$ cat src/rtl/charger_pkg.sv
// -----------------------------------------------------------------------------
// charger_pkg
// Shared definitions for the charger amount/timer blocks:
//   state_t     - controller states IDLE / ENTRY / TIMING
//   KEY_CLEAR   - keypad code that clears the current entry
//   KEY_CANCEL  - keypad code that cancels entry or a running charge
//   is_digit()  - true for keypad codes 0..9
// -----------------------------------------------------------------------------
package charger_pkg;

    typedef enum logic [1:0] {
        IDLE   = 2'd0,
        ENTRY  = 2'd1,
        TIMING = 2'd2
    } state_t;

    localparam logic [3:0] KEY_CLEAR  = 4'hA;
    localparam logic [3:0] KEY_CANCEL = 4'hC;

    function automatic logic is_digit(input logic [3:0] code);
        return code <= 4'd9;
    endfunction

endpackage

$ cat src/rtl/tick_gen.sv
// -----------------------------------------------------------------------------
// tick_gen
// Divides clk into a one-cycle tick enable, one tick every TICK_DIV cycles.
// The first tick after clr (or reset) comes exactly TICK_DIV cycles later.
// Ports:
//   clk   - system clock
//   rst_n - synchronous reset, active-low
//   clr   - synchronous restart of the divider
//   tick  - high for one cycle when the counter reaches TICK_DIV-1
// -----------------------------------------------------------------------------
module tick_gen #(
    parameter int TICK_DIV = 50000000
) (
    input  logic clk,
    input  logic rst_n,
    input  logic clr,
    output logic tick
);

    localparam int CNT_W = $clog2(TICK_DIV);

    logic [CNT_W-1:0] cnt;

    assign tick = (cnt == CNT_W'(TICK_DIV - 1));

    // NOTE: registered state is updated with non-blocking assignments so every
    // flop samples the pre-edge values, independent of statement order.
    always_ff @(posedge clk) begin
        if (!rst_n || clr) begin
            cnt <= '0;
        end else if (tick) begin
            cnt <= '0;
        end else begin
            cnt <= cnt + 1'b1;
        end
    end

endmodule

$ cat src/rtl/amount_manager_param.sv
// -----------------------------------------------------------------------------
// amount_manager_param
// Collects a multi-digit amount from keypad strobes, saturates it at
// MAX_AMOUNT, converts it to charge time and counts that time down on an
// internal tick enable (single clock domain).
// Ports:
//   clk            - system clock
//   rst_n          - synchronous reset, active-low
//   key_valid      - one-cycle strobe qualifying key_value
//   key_value      - 0-9 digit, KEY_CLEAR, KEY_CANCEL; other codes ignored
//   start          - begin charging (level or pulse)
//   all_money      - accepted amount
//   remaining_time - remaining time units (0 outside TIMING)
//   timing         - relay enable, high while counting down
//   done           - one-cycle pulse on natural expiry only
// -----------------------------------------------------------------------------
module amount_manager_param
    import charger_pkg::*;
#(
    parameter int N_DIGITS      = 2,
    parameter int MAX_AMOUNT    = 20,
    parameter int TIME_PER_UNIT = 2,
    parameter int TICK_DIV      = 50000000,
    parameter int ENTRY_TIMEOUT = 30,
    parameter int MONEY_W       = $clog2(MAX_AMOUNT + 1),
    parameter int TIME_W        = $clog2(MAX_AMOUNT * TIME_PER_UNIT + 1)
) (
    input  logic               clk,
    input  logic               rst_n,
    input  logic               key_valid,
    input  logic [3:0]         key_value,
    input  logic               start,
    output logic [MONEY_W-1:0] all_money,
    output logic [TIME_W-1:0]  remaining_time,
    output logic               timing,
    output logic               done
);

    localparam int DIG_W  = $clog2(N_DIGITS + 1);
    localparam int IDLE_W = (ENTRY_TIMEOUT > 0) ? $clog2(ENTRY_TIMEOUT + 1) : 1;
    // Four extra bits hold all_money*10+digit for any all_money without wrap.
    localparam int ACC_W  = MONEY_W + 4;

    state_t             state;
    logic [DIG_W-1:0]   digits;
    logic [IDLE_W-1:0]  idle_ticks;
    logic               tick;
    logic               tick_clr;

    logic               key_digit;
    logic               key_cancel;
    logic               key_abort;
    logic               digit_ok;
    logic               timeout_hit;
    logic [ACC_W-1:0]   acc;
    logic [MONEY_W-1:0] money_next;

    assign key_digit  = key_valid && is_digit(key_value);
    assign key_cancel = key_valid && (key_value == KEY_CANCEL);
    assign key_abort  = key_cancel || (key_valid && (key_value == KEY_CLEAR));
    // digits is 0 in IDLE, so the first digit always passes this check.
    assign digit_ok   = key_digit && (digits < DIG_W'(N_DIGITS));

    // all_money is 0 in IDLE, so the same accumulate covers the first digit.
    assign acc        = ACC_W'(all_money) * ACC_W'(10) + ACC_W'(key_value);
    assign money_next = (acc > ACC_W'(MAX_AMOUNT)) ? MONEY_W'(MAX_AMOUNT)
                                                   : acc[MONEY_W-1:0];

    assign timeout_hit = (ENTRY_TIMEOUT != 0) && tick &&
                         (idle_ticks == IDLE_W'(ENTRY_TIMEOUT - 1));

    // Divider restarts whenever the FSM changes state or accepts a key, and is
    // held at zero in IDLE.
    always_comb begin
        // NOTE: default first so every path assigns tick_clr and no latch forms.
        tick_clr = 1'b1;
        case (state)
            IDLE:    tick_clr = 1'b1;
            ENTRY:   tick_clr = start || digit_ok || key_abort || timeout_hit;
            TIMING:  tick_clr = key_cancel;
            default: tick_clr = 1'b1;
        endcase
    end

    tick_gen #(
        .TICK_DIV (TICK_DIV)
    ) u_tick_gen (
        .clk   (clk),
        .rst_n (rst_n),
        .clr   (tick_clr),
        .tick  (tick)
    );

    always_ff @(posedge clk) begin
        if (!rst_n) begin
            state          <= IDLE;
            all_money      <= '0;
            remaining_time <= '0;
            timing         <= 1'b0;
            done           <= 1'b0;
            digits         <= '0;
            idle_ticks     <= '0;
        end else begin
            done <= 1'b0;
            case (state)
                IDLE: begin
                    if (key_digit) begin
                        state      <= ENTRY;
                        all_money  <= money_next;
                        digits     <= DIG_W'(1);
                        idle_ticks <= '0;
                    end
                end

                ENTRY: begin
                    // start outranks any key strobe in the same cycle.
                    if (start) begin
                        digits     <= '0;
                        idle_ticks <= '0;
                        if (all_money != '0) begin
                            state          <= TIMING;
                            remaining_time <= TIME_W'(all_money * TIME_PER_UNIT);
                            timing         <= 1'b1;
                        end else begin
                            state <= IDLE;
                        end
                    end else if (key_abort) begin
                        state      <= IDLE;
                        all_money  <= '0;
                        digits     <= '0;
                        idle_ticks <= '0;
                    end else if (digit_ok) begin
                        all_money  <= money_next;
                        digits     <= digits + 1'b1;
                        idle_ticks <= '0;
                    end else if (timeout_hit) begin
                        state      <= IDLE;
                        all_money  <= '0;
                        digits     <= '0;
                        idle_ticks <= '0;
                    end else if (tick) begin
                        idle_ticks <= idle_ticks + 1'b1;
                    end
                end

                TIMING: begin
                    // Cancel outranks the final tick, so it never yields done.
                    if (key_cancel) begin
                        state          <= IDLE;
                        all_money      <= '0;
                        remaining_time <= '0;
                        timing         <= 1'b0;
                    end else if (tick) begin
                        if (remaining_time == TIME_W'(1)) begin
                            state          <= IDLE;
                            all_money      <= '0;
                            remaining_time <= '0;
                            timing         <= 1'b0;
                            done           <= 1'b1;
                        end else begin
                            remaining_time <= remaining_time - 1'b1;
                        end
                    end
                end

                default: begin
                    state          <= IDLE;
                    all_money      <= '0;
                    remaining_time <= '0;
                    timing         <= 1'b0;
                end
            endcase
        end
    end

endmodule

$ cat config.mk
export PLATFORM = sky130hd
export DESIGN_NAME = amount_manager_param
export DESIGN_NICKNAME = d
export VERILOG_FILES = /design/src/rtl/charger_pkg.sv /design/src/rtl/tick_gen.sv /design/src/rtl/amount_manager_param.sv
export SDC_FILE = /design/constraint.sdc
export NUM_CORES = 1
export LEC_CHECK = 0
export BUFFER_PORTS_ARGS = -buffer_cell sky130_fd_sc_hd__buf_2
export CAP_MARGIN = 30
export CELL_PAD_IN_SITES_DETAIL_PLACEMENT = 1
export CELL_PAD_IN_SITES_GLOBAL_PLACEMENT = 2
export CORE_ASPECT_RATIO = 1.1
export CORE_MARGIN = 3
export CORE_UTILIZATION = 34
export DETAILED_ROUTE_END_ITERATION = 10
export PLACE_DENSITY_LB_ADDON = 0.1
export SYNTH_ARGS = -nofsm -noshare
export SYNTH_HDL_FRONTEND = slang
export SYNTH_HIERARCHICAL = 1
export SYNTH_SLANG_ARGS = --single-unit
$ cat constraint.sdc
create_clock -name clk -period 2.4 [get_ports clk]
set_clock_uncertainty 0.05 [all_clocks]
set_input_delay 0.36 -clock clk [delete_from_list [all_inputs] [get_ports clk]]
set_output_delay 0.36 -clock clk [all_outputs]
set_load 0.01 [all_outputs]
==> results of run 1 <==
cell families (layout without fill, tap and decap cells):
logic type	Yosys count	count (layout)	synth area share
fa+ha+maj	19	19	0.0839
buf+inv	26	115	0.0411
simple gates	153	153	0.282
mux	2	2	0.00664
flops	48	48	0.319
xor+xnor	23	23	0.0714
compound gates	81	81	0.196
registers in the layout, summed over array words and instances, names as in the netlist:
signal,flops
idle_ticks,5
u_tick_gen/cnt,26
digits,2
state,2
timing,1
done,1
all_money,5
remaining_time,6
what timing repair did:
item                                    4_1_cts  5_1_grt
buffers inserted                              3       12
cloned                                        0        1
endpoints found under the setup margin       47       47
hold endpoints to repair                      0        0
gates resized for setup                      17       49
pin swaps                                    10       12
tightest hold or removal path, stage by stage:
cell and delay, ps:
buf_2 100, nand2_1 50, nor2_1 80, a32o_1 120
through the flow:
step	util	total power [uW]	hold WS (ps)
2_1_floorplan	-	1740	398
3_3_place_gp	0.431	2170	436
3_5_place_dp	0.431	2210	449
4_1_cts	0.456	2830	377
5_1_grt	0.488	3240	416
6_report	0.488	3040	390
report_power, final:
| part | switching (uW) | leakage, uW | internal [uW] |
|---|---|---|---|
| Sequential | 58.9 | 0.000391 | 858 |
| Combinational | 824 | 0.00121 | 764 |
| Clock | 301 | 0.0000434 | 234 |
layout make-up:
class                           count  area (um^2)
Clock buffer                        6         82.6
Clock inverter                      2         15.0
Fill cell                        1019         4350
Inverter                           15         58.8
Multi-Input combinational cell    278         2200
Sequential cell                    48          975
Tap cell                          111          139
Timing Repair Buffer               92          676
Yosys cell counts (3+ instances only):
cell type and n:
and2_1 3, and4_1 6, nand4_1 8, or3_1 8, nand3_1 24, ha_1 17, o21ai_1 4, clkbuf_1 5
a32oi_1 3, a21o_1 4, dfxtp_1 48, inv_1 15, and3_1 8, nor2_1 43, nand2_1 21, xnor2_1 7
nand2b_1 3, o21ai_0 20, or4_1 4, buf_6 3, a21oi_1 22, nor3_1 8, o31ai_1 3, xor2_1 15
a32o_1 5
worst paths after layout:
kind	from	endpoint
setup / recovery	u_tick_gen/cnt[1]	u_tick_gen/cnt[24]
hold / removal	key_value[0]	all_money[0]
setup reg to reg	u_tick_gen/cnt[1]	u_tick_gen/cnt[24]
hold reg to reg	timing	timing
layer usage:
layer / vias to the layer above / GRT usage
li1: 1460 / -
met1: 1468 / 0.201
met2: 32 / 0.361
met3: 8 / 0.0274
met4: 0 / 0.0386
met5: - / 0
==> key figures, run 1 <==
Route
  – DRT Wirelength: roughly 9 mm
  – DRC Markers: 0
  – Via count: between 2000 and 3000
  – Routed Antenna Nets: 0
  – Initial DRC Count: 75
  – Top Metal Used: met4
  – M1 WL: ~3.6 mm
  – DR WL/cell: ~16 um
  – Metal3 WL: around 160 um
  – Pre-antenna DRT Iters: 4
  – Met2 wire length: between 5 and 6 mm
  – Via/cell ratio: 5.38

Worst setup path
  – CP Max Fanout: 20
  – Critical Path AT: around 2700 ps
  – Most frequent CP cell: and3_4
  – CP Class: flip-flop to flip-flop
  – CP Data Required Time: 2590 ps
  – R2R depth: 13
  – Reg-to-reg slack, setup: -100 ps
  – Crit start category: flip-flop
  – Worst Setup End Kind: flip-flop
  – Critical path depth: 13
  – Max incr delay on CP: 350 ps
  – WP buf/inv: 1
  – Crit path max-delay cell type: dfxtp_2
  – Critical path, cell by cell: ha_4 > and3_4 > nand2_4 > nor4_4 > and3_4 > and3_4 > nor3_4 > nand2_1 > a221o_1 > nor2b_2 > o41ai_4 > buf_12 > a21oi_1
  – CP top delay family: simple AND/OR/NAND/NOR gates

Logic synthesis
  – Total nets after synthesis: 379
  – Yosys warnings: 6
  – Main flop type after synthesis: dfxtp_1
  – Synth top area share: 0.319
  – Mean Syn Cell Area: 8.56 um^2
  – Cell count after synthesis: approximately 350
  – Seq/Total Area, Yosys: 0.319
  – Top area cells in the synthesized netlist: dfxtp_1 32%, ha_1 7.1%, nor2_1 5.4%
  – Yosys cell types: 60
  – Mapped cell area: around 3000 um^2
  – Synth Register Bits: 48
  – Post-synth EDFFs: 0
  – Cell taking the most area after synthesis: dfxtp_1
  – Async SR Flop Fraction: 0

Final layout
  – Leading cell types in the layout, fill and taps excluded: 65 x buf_4, 41 x dfxtp_1, 37 x nor2_1, 21 x nand3_1, 20 x buf_2
  – Final std cells w/o fill: approximately 550
  – Most common cell after layout, fill and taps aside: buf_4
  – Final net count: about 470
  – Area grow syn2layout: 37.4%
  – Ant. Diodes: 0
  – Design area: between 4000 and 5000 um^2
  – Share of layout cells above drive strength 1: 0.388

Clocking
  – CTS tree: yes
  – Worst-skew pair later-pin latency: approximately 300 ps
  – Clk buf depth: 2
  – CTS root buf: clkbuf_8
  – Num CTS Buffers: 5
  – Clock sinks: between 40 and 50
  – Clock slew at reported path FFs: approximately 100 ps
  – CTS Hold Bufs: 0
  – H-tree depth: 2

Global route
  – Total track usage: 0.184
  – Initial antenna violation count: 0
  – Vias in the first global route: roughly 3100
  – Gr ovfl total: 0
  – Largest net degree at the start of global routing: 21
  – First-pass GRT wire length: 14.8 mm

Timing
  – Endpoints failing setup: 29
  – Setup TNS: -1980 ps
  – Slew Limit Fails: 0
  – FMAX: about 400 MHz
  – Final worst setup slack: -105 ps
  – Tmin final: ~2500 ps
  – Slew @ Worst Pin: between 500 and 600 ps
  – Slew margin rel.: 0.633
  – RSZ-0062 raised after global routing: yes
  – Period utilisation layout: 1.04
  – Final Hold Viols: 0

Place
  – Placement Cell Area: about 3700 um^2
  – HPWL after DPL: slightly below 7 mm
  – # port buffers: 20
  – Placed cells: between 500 and 600
  – Pre-CTS WS: -195 ps
  – Gpl congestion: roughly 0.76

Floorplan
  – Die area: approximately 10000 um^2
  – Boundary pin count: 21
  – Rows: 35
  – Core area: ~8500 um^2
  – Die extent in x: ~96 um
  – Die Y: 105 um
  – Effective utilization at floorplan: 0.355

Status
  – Status: finished, violations left
  – Violated checks: negative setup slack

Flow run
  – Max-Cap Viols: 0

Min path
  – Worst hold path type: input port to flip-flop
  – Hold depth: 4

Pwr
  – Power Dens Cells: about 730 nW/um^2
  – Total leakage power: 0.00165 uW
  – Peak supply drop: 767 uV
Power figures use the tool's default switching activity.
==> inputs of run 2 (changes only) <==
--- a/config.mk
+++ b/config.mk
@@ -5,15 +5,16 @@
 export SDC_FILE = /design/constraint.sdc
 export NUM_CORES = 1
 export LEC_CHECK = 0
-export BUFFER_PORTS_ARGS = -buffer_cell sky130_fd_sc_hd__buf_2
 export CAP_MARGIN = 30
 export CELL_PAD_IN_SITES_DETAIL_PLACEMENT = 1
 export CELL_PAD_IN_SITES_GLOBAL_PLACEMENT = 2
 export CORE_ASPECT_RATIO = 1.1
 export CORE_MARGIN = 3
-export CORE_UTILIZATION = 34
+export CORE_UTILIZATION = 39
 export DETAILED_ROUTE_END_ITERATION = 10
+export DONT_BUFFER_PORTS = 1
 export PLACE_DENSITY_LB_ADDON = 0.1
+export REMOVE_ABC_BUFFERS = 1
 export SYNTH_ARGS = -nofsm -noshare
 export SYNTH_HDL_FRONTEND = slang
 export SYNTH_HIERARCHICAL = 1
==> constraint.sdc (replaced) <==
create_clock -name clk -period 2.5 [get_ports clk]
set_clock_uncertainty 0.05 [all_clocks]
set_input_delay 0.375 -clock clk [delete_from_list [all_inputs] [get_ports clk]]
set_output_delay 0.375 -clock clk [all_outputs]
set_load 0.01 [all_outputs]
==> run 2 against run 1 <==
Sequential power shrank 5.9%. Critical path type unchanged. Non-clock buffer count fell by 42. The run now ends clean. Total power fell by 17%. Highest routed layer unchanged. Register-to-register slack gained 140 ps. Clock power down 18%. Combinational power is 24% lower. First-iteration DRC count shrank 29%. Count of clock-buffer cells in the layout is the same. Largest power group unchanged.
==> key figures, run 2 (synthesis gave the netlist of run 1 again) <==
Floorplan
  – Boundary pin count: 21 (unchanged)
  – Rows: 33 (-5.7%)
  – Die Y: 98.2 um (-6.2%)
  – Die extent in x: 89.8 um (-6.2%)
  – Core area: 7470 um^2 (-12%)
  – Die area: 8820 um^2 (-12%)
  – Effective utilization at floorplan: 0.403 (+0.0485)

Timing
  – Final Hold Viols: 0 (unchanged)
  – Slew Limit Fails: 0 (unchanged)
  – Endpoints failing setup: 0 (-100%)
  – Tmin final: 2470 ps (-39.7 ps)
  – RSZ-0062 raised after global routing: yes
  – Final worst setup slack: 35.0 ps (+140 ps)
  – Slew margin rel.: 0.616 (-0.0172)
  – Period utilisation layout: 0.986 (-0.0576)
  – Slew @ Worst Pin: 575 ps (+24.5 ps)
  – Worst hold slack: 194 ps (-195 ps)
  – FMAX: 406 MHz (+1.6%)

Route
  – Initial DRC Count: 53 (-29%)
  – DRT Wirelength: 8.51 mm (-5.2%)
  – Via count: 2781 (-6.3%)
  – Pre-antenna DRT Iters: 4 (unchanged)
  – Via/cell ratio: 5.53 (+2.8%)
  – DRC Markers: 0 (unchanged)
  – DR WL/cell: 16.9 um (+4.0%)
  – Routed Antenna Nets: 0 (unchanged)

Final layout
  – FF/Latch Area: 971 um^2 (-0.39%)
  – Most common cell after layout, fill and taps aside: buf_4
  – Regs by FF count: u_tick_gen/cnt x26, remaining_time x6
  – Fin util: 0.511 (+0.0235)
  – Share of layout cells above drive strength 1: 0.302 (-0.0862)
  – Multi-input logic area: 2170 um^2 (-1.2%)
  – Fill cell count: 867 (-15%)
  – Leading cell types in the layout, fill and taps excluded: 46 x buf_4, 40 x dfxtp_1, 33 x nor2_1, 22 x nand3_1
  – Top reg by flops: u_tick_gen/cnt
  – Area grow syn2layout: 26.7%
  – Ant. Diodes: 0 (unchanged)
  – Final net count: 425 (-9.0%)
  – Largest register FFs: 26 (unchanged)

Clocking
  – Clk buf depth: 2 (unchanged)
  – H-tree depth: 2 (unchanged)
  – CTS tree: yes
  – Clock slew at reported path FFs: 90 ps (about the same)
  – Num CTS Buffers: 5 (unchanged)
  – CTS Hold Bufs: 0 (unchanged)
  – CTS root buf: clkbuf_8
  – Clock sinks: 48 (unchanged)
  – Worst-skew pair later-pin latency: 300 ps (about the same)

Status
  – Status: complete, no violations

Global route
  – First-pass GRT wire length: 13.9 mm (-6.5%)
  – Vias in the first global route: 2897 (-6.9%)
  – Largest net degree at the start of global routing: 14 (-33%)
  – Total track usage: 0.189 (+0.00508)
  – Gr ovfl total: 0 (unchanged)
  – Initial antenna violation count: 0 (unchanged)

Pwr
  – Total leakage power: 0.00144 uW (-12%)
  – Final total power: 2510 uW (-17%)
  – Peak supply drop: 611 uV (-20%)
  – Power Dens Cells: 658 nW/um^2 (-10%)

Worst setup path
  – Reg-to-reg slack, setup: 30 ps (+140 ps)
  – CP Data Required Time: 2680 ps (+90 ps)
  – CP Launch Point: u_tick_gen/cnt[0]
  – R2r endpoint: u_tick_gen/cnt[18]
  – CP Max Fanout: 10 (-50%)
  – Crit start category: flip-flop
  – Crit path max-delay cell type: a221o_1
  – CP Class: flip-flop to flip-flop
  – Worst Setup End Kind: flip-flop
  – Critical path, cell by cell: ha_2 > and3_4 > nand2_4 > nor4_4 > and3_4 > and3_4 > nor3_4 > nand2_1 > a221o_1 > nor2b_2 > o41ai_4 > buf_12 > a21oi_2
  – Most frequent CP cell: and3_4
  – FF-to-FF Start: u_tick_gen/cnt[0]
  – Max incr delay on CP: 360 ps (about the same)
  – Critical Path AT: 2640 ps (-60 ps)
  – R2R depth: 13 (unchanged)

Place
  – Gpl congestion: 0.758 (-0.64%)
  – # port buffers: 0 (-100%)
  – HPWL after DPL: 6.15 mm (-9.5%)
  – Pre-CTS WS: -110 ps (+85.2 ps)

Min path
  – Hold depth: 1 (-3)
  – Hold_sp: rst_n
  – Worst hold path type: input port to flip-flop
  – Hold Path Sink: all_money[0]

Flow run
  – Max-Cap Viols: 0 (unchanged)
-- run 2: changes by cell type in the layout (fill, tap and decap cells not counted), moves of 4 or more --
cell / change
buf_2: -20
buf_4: -19
buf_6: -4
nor2_1: -4
o21ai_0: +4
o21ai_2: -4
-- run 2: final cells by class --
| class | instances | area share |
|---|---|---|
| Clock buffer | 6 | 0.0190 |
| Clock inverter | 1 | 0.00131 |
| Inverter | 15 | 0.0147 |
| Multi-Input combinational cell | 278 | 0.568 |
| Sequential cell | 48 | 0.254 |
| Tap cell | 105 | 0.0344 |
| Timing Repair Buffer | 50 | 0.108 |
-- run 2: how the worst max path moves through the flow --
stage	to	slack, ps	cells after the start
after global routing	u_tick_gen/cnt[22]	-140	12
after detailed placement	u_tick_gen/cnt[7]	-110	13
after global placement	u_tick_gen/cnt[20]	-30	13
after floorplan	u_tick_gen/cnt[14]	-130	12
after CTS	u_tick_gen/cnt[10]	-10	13
final	u_tick_gen/cnt[18]	30	13
-- run 2: metal layers --
| metal | wire length, um | part of all wire | vias up | GRT usage |
|---|---|---|---|---|
| met2 | 4760 | 0.56 | 20 | 0.369 |
| met3 | 189 | 0.022 | 6 | 0.0339 |
| li1 | - | - | 1370 | - |
| met1 | 3480 | 0.41 | 1385 | 0.212 |
| met4 | 74 | 0.0087 | 0 | 0.0460 |
| met5 | 0 | 0 | - | 0 |
-- run 2: power breakdown --
part	internal, uW	total, uW	switching, uW
clock	191	442	252
sequential	818	863	45.6
combinational	526	1210	683
total	1530	2510	980
-- run 2: repair_timing --
action / 4_1_cts / 5_1_grt
gates cloned: 2 / 0
setup buffers: 3 / 5
gates resized for setup: 20 / 43
pin swaps: 9 / 23
endpoints found under the setup margin: 29 / 42
-- run 2: stage by stage --
stage               instance area [um^2]  instances  TNS (ps)
floorplan                           2950        341     -3070
CTS                                 3620        499     -59.4
global placement                    3400        487      -463
detailed placement                  3400        487     -2060
finish                              3820        503         0
global route                        3820        503     -3240
-- run 2: critical path, delay by kind of cell (launching register included) --
kind / cells / cell delay (ps)
and+or+nand+nor: 8 / 1020
DFF: 1 / 330
buffers and inverters: 1 / 190
adders and majority gates: 1 / 180
AOI/OAI and AO/OA: 3 / 620
